## src/rtl/debug_pkg.sv

```systemverilog
// rtl/debug_pkg.sv - shared state encoding and frame constants for the debug frame sender
package debug_pkg;
    localparam int BYTES_PER_WORD = 4;
    localparam int HDR_WORDS      = 2;

    typedef enum logic [2:0] {
        IDLE    = 3'd0,
        FETCH   = 3'd1,
        LATCH   = 3'd2,
        SEND    = 3'd3,
        WAIT_TX = 3'd4,
        DONE    = 3'd5
    } state_t;
endpackage

```

## src/rtl/debug_word_serializer.sv

```systemverilog
// rtl/debug_word_serializer.sv - 32-bit word to MSB-first byte serializer
module debug_word_serializer
    import debug_pkg::*;
(
    input  logic        clk,
    input  logic        rst,
    input  logic        i_load,
    input  logic [31:0] i_word,
    input  logic        i_shift,
    output logic [7:0]  o_tx_data,
    output logic        o_last
);
    localparam int BYTE_CNT_W = $clog2(BYTES_PER_WORD);

    logic [31:0]           r_shift;
    logic [BYTE_CNT_W-1:0] r_byte_cnt;

    always_ff @(posedge clk or posedge rst) begin
        if (rst) begin
            r_shift    <= '0;
            r_byte_cnt <= '0;
        end else if (i_load) begin
            r_shift    <= i_word;
            r_byte_cnt <= '0;
        end else if (i_shift) begin
            r_shift    <= {r_shift[23:0], 8'h00};
            r_byte_cnt <= r_byte_cnt + BYTE_CNT_W'(1);
        end
    end

    assign o_tx_data = r_shift[31:24];
    assign o_last    = (r_byte_cnt == BYTE_CNT_W'(BYTES_PER_WORD - 1));
endmodule

```

## src/rtl/debug_frame_sender.sv

```systemverilog
// rtl/debug_frame_sender.sv - snapshots count/pc and streams count, pc, regs and memory to the UART
module debug_frame_sender
    import debug_pkg::*;
#(
    parameter int N_REGS      = 32,
    parameter int N_MEM_WORDS = 16,
    parameter int MEM_ADDR_W  = 4
) (
    input  logic                  clk,
    input  logic                  rst,
    input  logic                  is_start_send,
    input  logic [31:0]           i_clk_count,
    input  logic [31:0]           i_pc,
    output logic [4:0]            o_reg_addr,
    input  logic [31:0]           i_reg_data,
    output logic [MEM_ADDR_W-1:0] o_mem_addr,
    input  logic [31:0]           i_mem_data,
    output logic [7:0]            o_tx_data,
    output logic                  os_tx_start,
    input  logic                  is_tx_done,
    output logic                  os_done_send
);
    localparam int TOTAL = HDR_WORDS + N_REGS + N_MEM_WORDS;
    // Two spare bits over the widest address guarantee TOTAL fits for any legal parameter set.
    localparam int IDX_W = ((MEM_ADDR_W > 5) ? MEM_ADDR_W : 5) + 2;
    localparam logic [IDX_W-1:0] LAST_IDX = IDX_W'(TOTAL - 1);
    localparam logic [IDX_W-1:0] REG_BASE = IDX_W'(HDR_WORDS);
    localparam logic [IDX_W-1:0] MEM_BASE = IDX_W'(HDR_WORDS + N_REGS);

    state_t            r_state;
    state_t            w_next_state;
    logic [IDX_W-1:0]  r_word_idx;
    logic [31:0]       r_shadow_cnt;
    logic [31:0]       r_shadow_pc;
    logic [31:0]       w_word;
    logic              w_in_regs;
    logic              w_in_mem;
    logic              w_done_ok;
    logic              w_last;

    assign w_in_regs  = (r_word_idx >= REG_BASE) && (r_word_idx < MEM_BASE);
    assign w_in_mem   = (r_word_idx >= MEM_BASE);
    assign o_reg_addr = w_in_regs ? 5'(r_word_idx - REG_BASE) : '0;
    assign o_mem_addr = w_in_mem ? MEM_ADDR_W'(r_word_idx - MEM_BASE) : '0;
    assign w_done_ok  = (r_state == WAIT_TX) && is_tx_done;

    always_comb begin
        w_word = i_mem_data;
        if (r_word_idx == IDX_W'(0))
            w_word = r_shadow_cnt;
        else if (r_word_idx == IDX_W'(1))
            w_word = r_shadow_pc;
        else if (w_in_regs)
            w_word = i_reg_data;
    end

    debug_word_serializer u_ser (
        .clk       (clk),
        .rst       (rst),
        .i_load    (r_state == LATCH),
        .i_word    (w_word),
        .i_shift   (w_done_ok && !w_last),
        .o_tx_data (o_tx_data),
        .o_last    (w_last)
    );

    always_ff @(posedge clk or posedge rst) begin
        if (rst)
            r_state <= IDLE;
        else
            r_state <= w_next_state;
    end

    always_comb begin
        w_next_state = r_state;
        os_tx_start  = 1'b0;
        os_done_send = 1'b0;
        case (r_state)
            IDLE:    if (is_start_send) w_next_state = FETCH;
            FETCH:   w_next_state = LATCH;
            LATCH:   w_next_state = SEND;
            SEND: begin
                os_tx_start  = 1'b1;
                w_next_state = WAIT_TX;
            end
            WAIT_TX: begin
                if (is_tx_done) begin
                    if (!w_last)
                        w_next_state = SEND;
                    else if (r_word_idx == LAST_IDX)
                        w_next_state = DONE;
                    else
                        w_next_state = FETCH;
                end
            end
            DONE: begin
                os_done_send = 1'b1;
                w_next_state = IDLE;
            end
            default: w_next_state = IDLE;
        endcase
    end

    always_ff @(posedge clk or posedge rst) begin
        if (rst) begin
            r_word_idx   <= '0;
            r_shadow_cnt <= '0;
            r_shadow_pc  <= '0;
        end else if (r_state == IDLE && is_start_send) begin
            r_word_idx   <= '0;
            r_shadow_cnt <= i_clk_count;
            r_shadow_pc  <= i_pc;
        end else if (w_done_ok && w_last && r_word_idx != LAST_IDX) begin
            r_word_idx <= r_word_idx + IDX_W'(1);
        end
    end
endmodule

```

## config.mk

```make
export PLATFORM = sky130hd
export DESIGN_NAME = debug_frame_sender
export DESIGN_NICKNAME = d
export VERILOG_FILES = /design/src/rtl/debug_pkg.sv /design/src/rtl/debug_word_serializer.sv /design/src/rtl/debug_frame_sender.sv
export SDC_FILE = /design/constraint.sdc
export NUM_CORES = 1
export LEC_CHECK = 0
export CAP_MARGIN = 20
export CORE_ASPECT_RATIO = 1.2
export CORE_MARGIN = 5
export CORE_UTILIZATION = 45
export DETAILED_ROUTE_END_ITERATION = 8
export GPL_ROUTABILITY_DRIVEN = 0
export GPL_TIMING_DRIVEN = 0
export PLACE_DENSITY = 0.77
export SLEW_MARGIN = 20
export SYNTH_ARGS = -nofsm -noshare
export SYNTH_HDL_FRONTEND = slang
export SYNTH_HIERARCHICAL = 1
export SYNTH_SLANG_ARGS = --single-unit
```

## constraint.sdc

```tcl
create_clock -name clk -period 2.3 [get_ports clk]
set_clock_uncertainty 0.1 [all_clocks]
set_input_delay 0.23 -clock clk [delete_from_list [all_inputs] [get_ports clk]]
set_output_delay 0.23 -clock clk [all_outputs]
set_load 0.03 [all_outputs]
```

; ---- Word-level counts from Yosys, hierarchy flattened
; Index checks and enable logic that the tools add are counted.
[op_classes]
addsub = 4
magnitude_cmp = 3
n_eq_ne = 11
muxes = 18
reduce_logical = 12
[ops]
columns = op, n
row1 = 32-bit two-way mux, 5
row2 = 3-bit one-hot mux with 5 select lines, 1
row3 = 7-bit two-way mux, 2
row4 = 3-bit two-way mux, 4
row5 = "7-bit by 1-bit adder with 7-bit output, second input constant", 1
row6 = "7-bit by 1-bit == test with 1-bit output, second input constant", 1
row7 = "7-bit by 6-bit == test with 1-bit output, second input constant", 1
row8 = "7-bit by 2-bit >= comparator with 1-bit output, second input constant", 1
row9 = "7-bit by 6-bit >= comparator with 1-bit output, second input constant", 1
row10 = 7-bit zero test, 1
row11 = "7-bit by 6-bit < comparator with 1-bit output, second input constant", 1
row12 = "7-bit by 6-bit != test with 1-bit output, second input constant", 1
row13 = "3-bit by 2-bit == test with 1-bit output, second input constant", 2
row14 = "3-bit == test, second input constant", 2
row15 = 1-bit logical AND, 6
row16 = 5-bit two-way mux, 1
row17 = "5-bit by 2-bit subtractor with 5-bit output, second input constant", 1
row18 = 2-bit two-way mux, 2
row19 = 4-bit two-way mux, 1
row20 = "2-bit != test, second input constant", 2
row21 = 2-bit nonzero test, 2
row22 = "4-bit by 2-bit subtractor with 4-bit output, second input constant", 1
row23 = "3-bit by 1-bit == test with 1-bit output, second input constant", 1
row24 = 3-bit zero test, 1
row25 = other kinds (5), 6
[totals]
reg_bits = 108
inputBits = 132
out_inout_bits = 19

; ---- Depth between registers and ports, before layout
[logic_depth]
word_depth = 6
depth_mapped = 10
mapped_depth_nobuf = 8

; ---- Hierarchy
; Netlist, hierarchy kept.
[by_module_without_submodules]
columns = mod, n_inst, cells_each, area_each_um2, seq_area_each_um2
row1 = debug_frame_sender, 1, 560, 4302.9, 1851.8
row2 = debug_word_serializer, 1, 155, 1619.1, 850.8

; ---- Least setup slack after synthesis
; Ideal clock, no wire load.
[synth_timing]
path_kind = reg-to-reg
start = reg r_word_idx[1]
end = reg u_ser.r_shift[0]
setup_ns = 0.127
arrival_ns = 2.025
required_time_ns = 2.073
setup_slack_ns = 0.049
path_stages_with_launch = 10
path_cell_list = dfrtp_1 > inv_1 > ha_1 > or4b_4 > a211o_1 > buf_2 > a21oi_1 > o31ai_1 > nand2_1 > o21ai_0
[synth_via]
elab_chain_cells = 6
elab_cells_between_ends = 9
[synth_rtl]
columns = element, line
row1 = from (decl), debug_frame_sender.sv:32  ; logic [IDX_W-1:0] r_word_idx;
row2 = from (signal assigned), debug_frame_sender.sv:114  ; r_word_idx <= r_word_idx + IDX_W'(1);
row3 = 7-bit by 2-bit >= comparator with 1-bit output / 7-bit by 6-bit < comparator with 1-bit output (equally long branches), debug_frame_sender.sv:41  ; assign w_in_regs = (r_word_idx >= REG_BASE) && (r_word_idx < MEM_BASE);
row4 = 1-bit logical AND, debug_frame_sender.sv:41
row5 = 32-bit two-way mux, debug_frame_sender.sv:53  ; else if (w_in_regs)
row6 = 32-bit two-way mux, debug_frame_sender.sv:51  ; else if (r_word_idx == IDX_W'(1))
row7 = 32-bit two-way mux *, debug_frame_sender.sv:49  ; if (r_word_idx == IDX_W'(0))
row8 = named net w_word[0], debug_frame_sender.sv:35  ; logic [31:0] w_word;
row9 = 32-bit two-way mux *, debug_word_serializer.sv:22  ; end else if (i_load) begin
row10 = to (signal assigned), debug_word_serializer.sv:23  ; r_shift <= i_word;
row11 = to (signal assigned), debug_word_serializer.sv:26  ; r_shift <= {r_shift[23:0], 8'h00};
row12 = to (decl), debug_word_serializer.sv:15  ; logic [31:0] r_shift;
; Mark *: on every way through the listed nets, which the timed path passes. The rest lies on a longest branch.
; A chain may end at the register's enable or synchronous reset.

; ---- Worst setup path in the final report
[layout_timing]
start = reg r_word_idx[0]
end = reg u_ser.r_shift[23]
; Same word-level chain as after synthesis.

==> impl_results.html <==
<table>
<tr><th>Metric</th><th>Value</th></tr>
<tr><th colspan="2">Power</th></tr>
<tr><td>Post-layout power</td><td>7.93 mW</td></tr>
<tr><td>Leakage power total</td><td>3.84 nW</td></tr>
<tr><td>Internal power consumption</td><td>4.99 mW</td></tr>
<tr><td>Maximum resistive drop on vdd</td><td>0.508 mV</td></tr>
<tr><td>Switching share of power</td><td>0.371</td></tr>
<tr><td>Part of the power in combinational logic</td><td>0.381</td></tr>
<tr><td>Clock share of power</td><td>0.214</td></tr>
<tr><td>Pwr per Cell Area</td><td>895 nW/µm²</td></tr>
<tr><td>Portion of total power attributed to sequential cells</td><td>0.405</td></tr>
<tr><td>Switching power</td><td>2.94 mW</td></tr>
<tr><th colspan="2">STA</th></tr>
<tr><td>Setup violations, final</td><td>36</td></tr>
<tr><td>Crit share post-route</td><td>1.05</td></tr>
<tr><td>Final max-slew violation count</td><td>0</td></tr>
<tr><td>Final critical-path required period</td><td>2.42 ns</td></tr>
<tr><td>Highest attainable clock frequency</td><td>413 MHz</td></tr>
<tr><td>Worst slew slack as a fraction of its limit</td><td>0.530</td></tr>
<tr><td>RSZ-0062 raised after global routing</td><td>true</td></tr>
<tr><td>Final worst setup slack</td><td>-0.120 ns</td></tr>
<tr><td>Number of endpoints with negative hold slack in the final report</td><td>0</td></tr>
<tr><td>Slew of the pin with the lowest slew margin</td><td>0.704 ns</td></tr>
<tr><th colspan="2">Setup path</th></tr>
<tr><td>Type of element launching the critical path</td><td>flip-flop</td></tr>
<tr><td>CP required</td><td>2.42 ns</td></tr>
<tr><td>Largest incremental delay on the critical path</td><td>0.47 ns</td></tr>
<tr><td>Arrival @ worst endpoint</td><td>2.54 ns</td></tr>
<tr><td>Reg2Reg Launch Point</td><td>r_word_idx[0]</td></tr>
<tr><td>Type of element capturing the critical path</td><td>flip-flop</td></tr>
<tr><td>Peak fanout along the critical path</td><td>8</td></tr>
<tr><td>Sum of buffers and inverters on the critical path</td><td>2</td></tr>
<tr><td>Cells along the critical path</td><td>inv_2 -&gt; ha_4 -&gt; or4b_4 -&gt; a211o_4 -&gt; clkbuf_16 -&gt; a31oi_2 -&gt; o31ai_2 -&gt; nand2_1 -&gt; o21ai_1</td></tr>
<tr><td>End of the worst register-to-register path</td><td>u_ser/r_shift[23]</td></tr>
<tr><td>Worst-path cell with the longest stage delay</td><td>or4b_4</td></tr>
<tr><td>Cells on worst reg2reg path</td><td>9</td></tr>
<tr><td>Register-to-register path setup slack</td><td>-0.12 ns</td></tr>
<tr><td>CP Class</td><td>flip-flop to flip-flop</td></tr>
<tr><td>Kind of cell with the highest combined delay on the critical path</td><td>compound AO/OA/AOI/OAI gates</td></tr>
<tr><th colspan="2">Synth</th></tr>
<tr><td>Yosys top cell by area</td><td>dfrtp_1</td></tr>
<tr><td>Sequential share of the synthesized area</td><td>0.456</td></tr>
<tr><td>Synthesized flop and latch total</td><td>108</td></tr>
<tr><td>Yosys cell types</td><td>44</td></tr>
<tr><td>Total of warnings raised by yosys</td><td>6</td></tr>
<tr><td>Number of synthesized flops with an enable pin</td><td>0</td></tr>
<tr><td>Post-synthesis instance area</td><td>5920 µm²</td></tr>
<tr><td>Asr flop ratio synth</td><td>1.00</td></tr>
<tr><td>Portion of synthesized cell area occupied by the leading cell type</td><td>0.456</td></tr>
<tr><td>Prevailing post-synth register cell</td><td>dfrtp_1</td></tr>
<tr><td>Avg Cell Area, Syn</td><td>8.28 µm²</td></tr>
<tr><td>Number of instances in the synthesized netlist</td><td>715</td></tr>
<tr><td>Cell types with the largest area share after synthesis</td><td>dfrtp_1 (46%), nand2_1 (16%), mux2i_1 (4.4%)</td></tr>
<tr><td>Nets in the synthesized netlist</td><td>855</td></tr>
<tr><th colspan="2">Floorplan</th></tr>
<tr><td>Chip height</td><td>136 µm</td></tr>
<tr><td>Overall die area</td><td>15600 µm²</td></tr>
<tr><td>Standard-cell row count</td><td>46</td></tr>
<tr><td>Ports</td><td>151</td></tr>
<tr><td>Core region area</td><td>13100 µm²</td></tr>
<tr><td>Die extent in x</td><td>115 µm</td></tr>
<tr><td>Starting density of the core</td><td>0.453</td></tr>
<tr><th colspan="2">Final layout</th></tr>
<tr><td>Number of diodes added for antenna fixing</td><td>0</td></tr>
<tr><td>Layout cell share with drive strength beyond 1</td><td>0.194</td></tr>
<tr><td>Layout Nets</td><td>1038</td></tr>
<tr><td>Footprint of the multi-input gates</td><td>3380 µm²</td></tr>
<tr><td>Layout fillers</td><td>986</td></tr>
<tr><td>Post-layout utilization of the core</td><td>0.678</td></tr>
<tr><td>Area growth syn-to-layout</td><td>49.6%</td></tr>
<tr><td>Post-layout instance count excluding filler cells</td><td>1071</td></tr>
<tr><td>FF+latch area</td><td>2700 µm²</td></tr>
<tr><th colspan="2">Run</th></tr>
<tr><td>MaxCap Viol Count</td><td>0</td></tr>
<tr><th colspan="2">Clocking</th></tr>
<tr><td>Maximum clock path buffer count</td><td>2</td></tr>
<tr><td>Clock-pin slew reported for the worst setup and hold paths after clock tree synthesis</td><td>0.07 ns</td></tr>
<tr><td>Maximum level of the CTS H-tree</td><td>3</td></tr>
<tr><td>Hold-fix buffer count after cts</td><td>0</td></tr>
<tr><td>TritonCTS clock tree</td><td>built</td></tr>
<tr><td>Source-to-sink clock delay at the later pin of the worst-skew pair</td><td>0.36 ns</td></tr>
<tr><td>Total clock buffers created by CTS</td><td>9</td></tr>
<tr><td>Cell at the root of the clock tree</td><td>clkbuf_16</td></tr>
<tr><td>CTS sink count</td><td>108</td></tr>
<tr><th colspan="2">Route</th></tr>
<tr><td>Routed via count</td><td>6019</td></tr>
<tr><td>Number of search-and-repair iterations in the first detailed-routing pass</td><td>5</td></tr>
<tr><td>Mean number of vias per cell</td><td>5.62</td></tr>
<tr><td>Total Routed Length</td><td>20100 µm</td></tr>
<tr><td>Final routed wire length divided by cell count</td><td>18.8 µm</td></tr>
<tr><td>Number of DRC violations after detailed-routing iteration 0</td><td>599</td></tr>
<tr><td>Count of nets left with antenna violations after detail routing</td><td>0</td></tr>
<tr><td>Number of remaining DRC errors</td><td>0</td></tr>
<tr><th colspan="2">GRT</th></tr>
<tr><td>Vias in the first global route</td><td>5752</td></tr>
<tr><td>Global-route wire length before repair</td><td>29900 µm</td></tr>
<tr><td>Number of antenna violations at the first check in global routing</td><td>0</td></tr>
<tr><td>Overall fraction of global-route tracks in use</td><td>0.243</td></tr>
<tr><td>GRT overflow</td><td>0</td></tr>
<tr><td>Largest net degree at the start of global routing</td><td>59</td></tr>
<tr><th colspan="2">Placement</th></tr>
<tr><td>DP Cell Count</td><td>1034</td></tr>
<tr><td>Total of buffers placed on input and output ports</td><td>150</td></tr>
<tr><td>DPL Wire Length</td><td>13900 µm</td></tr>
<tr><th colspan="2">Status</th></tr>
<tr><td>Violations in the final reports</td><td>negative setup slack</td></tr>
<tr><td>Status</td><td>complete, but fails checks</td></tr>
<tr><th colspan="2">Worst hold path</th></tr>
<tr><td>Class of the tightest hold or removal check</td><td>primary input to asynchronous set/reset pin</td></tr>
</table>
stage by stage:
step | setup WS [ns] | cell area, µm² | TNS (ns) | hold slack [ns]
after floorplan | 0.0485 | 5920 | 0 | 0.235
after global placement | -1.27 | 7630 | -109.67 | 0.352
after detailed placement | -0.538 | 7660 | -15.84 | 0.358
after CTS | -0.0172 | 8280 | -0.113 | 0.150
after global routing | -0.206 | 8860 | -4.93 | 0.175
final | -0.120 | 8860 | -2.19 | 0.130
Yosys cell counts (2+ instances only):
cell and count:
o31ai_1 34, or2_2 3, buf_12 2, nand3_1 3, or3_1 3, nand2_1 258
a21oi_1 37, dfrtp_1 108, clkbuf_1 30, a31oi_1 32, xnor2_1 5, o21ai_1 20
ha_1 8, nand2b_1 10, or4b_4 2, buf_6 8, buf_2 14, mux2i_1 26
inv_1 9, buf_4 10, nor2_1 21, o21ai_0 49, or4_1 2
flip-flops by register name (all words and copies together) (netlist names):
name              count
r_shadow_cnt         32
r_shadow_pc          32
r_state               3
r_word_idx            7
u_ser/r_byte_cnt      2
u_ser/r_shift        32
kinds of logic (layout without fill, tap and decap cells):
family / after synthesis / in the layout / synth area share
adder cells (fa/ha/maj): 8 / 8 / 0.0169
multiplexers: 27 / 27 / 0.0477
AND/OR/NAND/NOR: 313 / 313 / 0.219
buffers and inverters: 73 / 261 / 0.0712
flip-flops: 108 / 108 / 0.456
XOR/XNOR: 5 / 5 / 0.00739
AO/OA/AOI/OAI: 181 / 181 / 0.182
layout make-up:
type / count / area share
clock inverter: 5 / 0.00960
timing repair buffer: 172 / 0.197
clock buffer: 11 / 0.0274
multi-input combinational: 534 / 0.381
buffer: 64 / 0.0514
tap: 168 / 0.0237
sequential: 108 / 0.305
inverter: 9 / 0.00409
power groups by stage:
stage | Sequential, mW | Clock (mW) | Combinational (mW)
finish | 3.21 | 1.70 | 3.02
global route | 3.28 | 1.79 | 3.36
CTS | 3.18 | 1.70 | 2.89
detailed placement | 3.21 | 0 | 2.81
global placement | 3.19 | 0 | 2.73
floorplan | 3.02 | 0 | 1.92
worst reg2reg max path, delay by kind of cell, from the launching register on:
kind            cells  cell delay (ns)
simple gates        2             0.54
buf+inv             2             0.30
compound gates      4             0.82
flops               1             0.41
fa+ha+maj           1             0.13
worst max path at each step:
| stage | end | startpoint | cells past startpoint | slack, ns |
|---|---|---|---|---|
| after floorplan | u_ser/r_shift[0] | r_word_idx[1] | 9 | 0.05 |
| after global placement | r_shadow_cnt[20] | rst | 2 | -1.27 |
| after detailed placement | o_mem_addr[3] | r_word_idx[1] | 6 | -0.54 |
| after CTS | u_ser/r_shift[28] | r_word_idx[2] | 8 | -0.02 |
| after global routing | u_ser/r_shift[5] | r_word_idx[1] | 11 | -0.21 |
| final | u_ser/r_shift[23] | r_word_idx[0] | 9 | -0.12 |
metal layers:
layer,track usage,share of wire
met1,0.334,0.40
met2,0.394,0.48
met3,0.0264,0.073
met4,0.0959,0.037
met5,0,0
placed cells by master (no fill, tap or decap), types with 2 or more instances in the layout:
cell	n
a211o_4	2
a21oi_1	24
a21oi_2	12
a31oi_1	6
a31oi_2	8
a31oi_4	18
buf_12	3
buf_2	11
buf_4	32
buf_6	11
buf_8	5
bufinv_16	2
clkbuf_1	23
clkbuf_16	13
clkbuf_2	6
clkdlybuf4s50_1	140
clkinv_4	2
dfrtp_1	107
ha_1	5
ha_4	2
inv_1	4
inv_2	4
mux2i_1	26
nand2_1	258
nand2b_1	10
nand3_1	2
nor2_1	20
o21ai_0	40
o21ai_1	28
o31ai_1	11
o31ai_2	21
o31ai_4	2
or2_2	2
or3_1	3
or4_1	2
or4b_4	2
xnor2_1	5
repair_timing:
| action | CTS | global route |
|---|---|---|
| cloned | 1 | 4 |
| pin swaps | 21 | 29 |
| setup buffers | 10 | 6 |
| setup endpoints to repair | 42 | 107 |
| gates resized for setup | 110 | 88 |
No activity file was read; power rests on OpenSTA's default activity.
